[config.mk]
export PLATFORM = sky130hd
export DESIGN_NAME = fft_addr_gen
export DESIGN_NICKNAME = d
export VERILOG_FILES = /design/src/rtl/fft_addr_gen.sv
export SDC_FILE = /design/constraint.sdc
export NUM_CORES = 1
export LEC_CHECK = 0
export CAP_MARGIN = 5
export CORE_UTILIZATION = 45
export CTS_CLUSTER_DIAMETER = 120
export DETAILED_ROUTE_END_ITERATION = 6
export DONT_BUFFER_PORTS = 1
export PLACE_DENSITY = 0.63
export RECOVER_POWER = 50
export SYNTH_ARGS = -nofsm -noshare
export SYNTH_HDL_FRONTEND = slang
export SYNTH_SLANG_ARGS = --single-unit
[constraint.sdc]
create_clock -name Clk -period 6.7 [get_ports Clk]
set_input_delay 0.67 -clock Clk [delete_from_list [all_inputs] [get_ports Clk]]
set_output_delay 0.67 -clock Clk [all_outputs]
set_load 0.03 [all_outputs]
[src/rtl/fft_addr_gen.sv]
// Address/twiddle sequencer for an in-place radix-2 DIT FFT: one butterfly per
// clock over all LOG2N stages, with stall support and a one-cycle done pulse.
module fft_addr_gen #(
  parameter int LOG2N = 10
) (
  input  logic             Clk,
  input  logic             Reset,
  input  logic             start,
  input  logic             hold,
  output logic [LOG2N-1:0] i_top,
  output logic [LOG2N-1:0] i_bot,
  output logic [LOG2N-2:0] tw_idx,
  output logic             write_en,
  output logic [3:0]       stage,
  output logic             busy,
  output logic             done
);

  localparam int TW_W = LOG2N - 1;
  localparam int NB   = 1 << TW_W;

  typedef enum logic [1:0] {IDLE, RUN, FINISH} state_t;

  state_t          state_p0;
  logic [TW_W-1:0] bfly_p0;

  logic            last_b;
  logic            last_s;
  logic [TW_W-1:0] bfly_nxt;
  logic [3:0]      stg_nxt;
  logic [LOG2N-1:0] top_nxt;
  logic [LOG2N-1:0] bot_nxt;
  logic [TW_W-1:0] tw_nxt;

  function automatic logic [LOG2N-1:0] half_of(input logic [3:0] s);
    return LOG2N'(1) << s;
  endfunction

  function automatic logic [LOG2N-1:0] pos_of(input logic [3:0] s, input logic [TW_W-1:0] b);
    return {1'b0, b} & (half_of(s) - LOG2N'(1));
  endfunction

  // Group index is shifted up one extra bit to leave room for the bottom half.
  function automatic logic [LOG2N-1:0] top_of(input logic [3:0] s, input logic [TW_W-1:0] b);
    logic [LOG2N-1:0] grp;
    grp = {1'b0, b} >> s;
    return (grp << (s + 4'd1)) | pos_of(s, b);
  endfunction

  function automatic logic [TW_W-1:0] tw_of(input logic [3:0] s, input logic [TW_W-1:0] b);
    logic [3:0] shamt;
    shamt = 4'(TW_W) - s;
    return TW_W'(pos_of(s, b) << shamt);
  endfunction

  always_comb begin
    last_b   = (bfly_p0 == TW_W'(NB - 1));
    last_s   = (stage == 4'(LOG2N - 1));
    bfly_nxt = bfly_p0 + TW_W'(1);
    stg_nxt  = last_b ? (stage + 4'd1) : stage;
    top_nxt  = top_of(stg_nxt, bfly_nxt);
    bot_nxt  = top_nxt + half_of(stg_nxt);
    tw_nxt   = tw_of(stg_nxt, bfly_nxt);
  end

  // A held edge drops write_en; the first unheld edge afterwards re-presents
  // the same pair instead of advancing, so every butterfly commits exactly once.
  always_ff @(posedge Clk or negedge Reset) begin
    if (!Reset) begin
      state_p0 <= IDLE;
      bfly_p0  <= '0;
      stage    <= '0;
      i_top    <= '0;
      i_bot    <= '0;
      tw_idx   <= '0;
      write_en <= 1'b0;
      busy     <= 1'b0;
      done     <= 1'b0;
    end else begin
      case (state_p0)
        IDLE: begin
          write_en <= 1'b0;
          busy     <= 1'b0;
          done     <= 1'b0;
          if (start) begin
            bfly_p0  <= '0;
            stage    <= '0;
            i_top    <= '0;
            i_bot    <= LOG2N'(1);
            tw_idx   <= '0;
            write_en <= 1'b1;
            busy     <= 1'b1;
            state_p0 <= RUN;
          end
        end
        RUN: begin
          if (hold) begin
            write_en <= 1'b0;
          end else if (!write_en) begin
            write_en <= 1'b1;
          end else if (last_b && last_s) begin
            write_en <= 1'b0;
            busy     <= 1'b0;
            done     <= 1'b1;
            state_p0 <= FINISH;
          end else begin
            bfly_p0  <= bfly_nxt;
            stage    <= stg_nxt;
            i_top    <= top_nxt;
            i_bot    <= bot_nxt;
            tw_idx   <= tw_nxt;
          end
        end
        FINISH: begin
          done     <= 1'b0;
          state_p0 <= IDLE;
        end
        default: begin
          write_en <= 1'b0;
          busy     <= 1'b0;
          done     <= 1'b0;
          state_p0 <= IDLE;
        end
      endcase
    end
  end

endmodule

==> results.ini <==
[logic_synthesis]
ys.flop_type=dfrtp_1
synth.most_common_cell=nand2_1
synth_area_leaders=dfrtp_1 (29%), nand2_1 (6.0%), ha_1 (5.2%)
yosys_warnings=0
synth_edf_count=0
netlist_instances=508
synth.avg_cell_area_um2=8.06
ys_seq_area_frac=0.287
ys_ff_latch=47
yosys.area.top_type=dfrtp_1
syn_area_mm2=0.00410
synthArstFlopShare=1.00
synth_fp_nets=530
synthTopCellsByCount=nand2_1 (65), dfrtp_1 (47), nor2_1 (36)
synth_cell_types=81
yosys.area.top_type_share=0.287

[global_route]
antenna_found_initial=0
grt_pass1_wl_um=21800
grt_util_all_layers=0.293
grt_pass1_vias=3914
overflow=0
grt_max_degree=48

[pwr]
p_leak_nw=1.85
power_density_mw_per_mm2=213
peakVddDrop_mv=0.119
power_w=0.000918

[layout]
final_area_mm2=0.00432
nFillCells=888
multi_input_area_mm2=0.00272
antenna_cells=0
regArea_mm2=0.00118
area_growth_pct=5.35
final_nets=516
drive_gt1_frac=0.0990

[clocking]
htree_levels=2
cts-hold-fix-buffers=0
cts_buffers=5
cts_resized=0
tritoncts=done
root_buffer=clkbuf_8
clkTransAtPathRegs_ns=0.10
clock_path_buffers=2
cts.sinks=47
clock_latency_ns=0.31
post_cts_buffers=0

[setup_path]
start_kind=flop
end_kind=flop
reg2reg_from=bfly_p0[0]$_DFFE_PN0P_
reg2reg_setup_slack_ns=0.91
critPathSlowestCell=dfrtp_1
crit_type=flop to flop
critPathMaxStageDelay_ns=0.64
critPathMaxFanout=16
cpMostUsedCell=ha_1
r2r_cells=23
worstPathCellList=ha_1, nand2_1, nor2_1, ha_1, nand2_1, xnor2_1, buf_4, clkinv_1, buf_4, nor2_1, nand2_1, ha_1, nand2b_1, o21ai_1, ha_1, a21o_1, a21oi_1, o21bai_1, a21oi_1, o21ai_0, a31o_2, o2bb2a_1, nand3_1
cp.arrival_ns=6.04
r2r-end=i_bot[9]$_DFFE_PN0P_
crit_path_start=bfly_p0[0]$_DFFE_PN0P_
cp.required_ns=6.95

[floorplan]
ioPinCount=40
die_w_um=97.4
die_h_um=97.4
rows=34
initial_core_util=0.467
core_mm2=0.00876
die_area_mm2=0.00949

[placement]
portBuffers=0
finalWeightedCongestion=0.953
place_area_mm2=0.00420
dp_hpwl_um=10100

[sta]
tns_ns=0
period_share=0.864
setup_viol=0
worst_slew_pin_slew_ns=0.963
rsz0062_at_grt=no
holdWs_ns=0.0398
period_minus_slack_ns=5.79
hold_viol=0
slew_viol_final=0
clock-skew-final_ns=0.00582
fmax_mhz=173
slew_headroom=0.358

[drt]
drtAntennaViolNets=0
drc=0
via_per_inst=6.53
routed_wl_um=13400
vias=3937
drt_iter0_drc=283
drt-pass1-iter-count=5
wl_per_cell_um=22.2

[outcome]
status=complete, no violations

[min_path]
worstHoldPathType=primary input to asynchronous set/reset pin

[flow_run]
cap_viol_max_count=0

sequential cells by signal (all words and copies together) (netlist names):
signal	count
done	1
i_top	10
i_bot	10
bfly_p0	9
tw_idx	9
busy	1
state_p0	2
write_en	1
stage	4
metal layers:
layer	vias up	track usage	routed length [um]
met5	-	0	0
met4	0	0.130	572
met3	39	0.0518	796
met2	132	0.462	6040
met1	1917	0.392	6010
li1	1849	-	-
how the worst max path moves through the flow:
stage | slack, ns | end
floorplan | 1.88 | i_bot[9]$_DFFE_PN0P_
global placement | 1.15 | i_bot[8]$_DFFE_PN0P_
detailed placement | 0.97 | i_bot[9]$_DFFE_PN0P_
CTS | 0.93 | i_bot[9]$_DFFE_PN0P_
global route | 0.44 | i_bot[9]$_DFFE_PN0P_
finish | 0.91 | i_bot[9]$_DFFE_PN0P_
layout by cell type, fill, tap and decap left out, drive strengths merged, types with 11 or more instances in the layout:
cell | synthesis | final
o21ai | 37 | 37
a21oi | 30 | 30
nor2 | 36 | 36
dfrtp | 47 | 47
nor3 | 20 | 20
inv | 16 | 16
xnor2 | 17 | 17
nand2 | 65 | 65
buf | 16 | 14
o31ai | 20 | 20
ha | 17 | 17
xor2 | 11 | 11
nand3 | 17 | 17
worst max-delay path, delay by kind of cell, from the launching register on:
| kind | cells | cell delay, ns |
|---|---|---|
| DFF | 1 | 0.64 |
| buffers and inverters | 3 | 0.47 |
| and+or+nand+nor | 7 | 1.22 |
| adders and majority gates | 4 | 1.57 |
| AOI/OAI and AO/OA | 8 | 1.65 |
| xor gates and xnor gates | 1 | 0.17 |
report_power, final:
part           internal (W)  total [W]  switching (W)  leakage, nW
clock network      0.000121   0.000228       0.000107       0.0612
registers          0.000319   0.000414      0.0000946        0.621
logic              0.000108   0.000276       0.000168         1.17
layout make-up:
cell class,instances,share of cell area
clock buffer,6,0.0191
tap,108,0.0313
timing repair buffer,14,0.0244
sequential,47,0.273
clock inverter,2,0.00812
inverter,17,0.0148
multi-input combinational,409,0.630
through the flow:
| stage | cells | utilization | setup WS (ns) |
|---|---|---|---|
| 2_1_floorplan | 508 | - | 1.88 |
| 5_1_grt | 603 | 0.492 | 0.441 |
| 3_3_place_gp | 595 | 0.479 | 1.15 |
| 3_5_place_dp | 595 | 0.479 | 0.974 |
| 4_1_cts | 603 | 0.492 | 0.931 |
| 6_report | 603 | 0.492 | 0.908 |
cell families after synthesis:
| logic type | Yosys count | share of synthesized area |
|---|---|---|
| and+or+nand+nor | 190 | 0.231 |
| AOI/OAI and AO/OA | 168 | 0.290 |
| buffers and inverters | 52 | 0.0522 |
| DFF | 47 | 0.287 |
| xor gates and xnor gates | 28 | 0.0690 |
| adders and majority gates | 18 | 0.0568 |
| muxes | 5 | 0.0137 |
(Power assumes the default switching activity.)
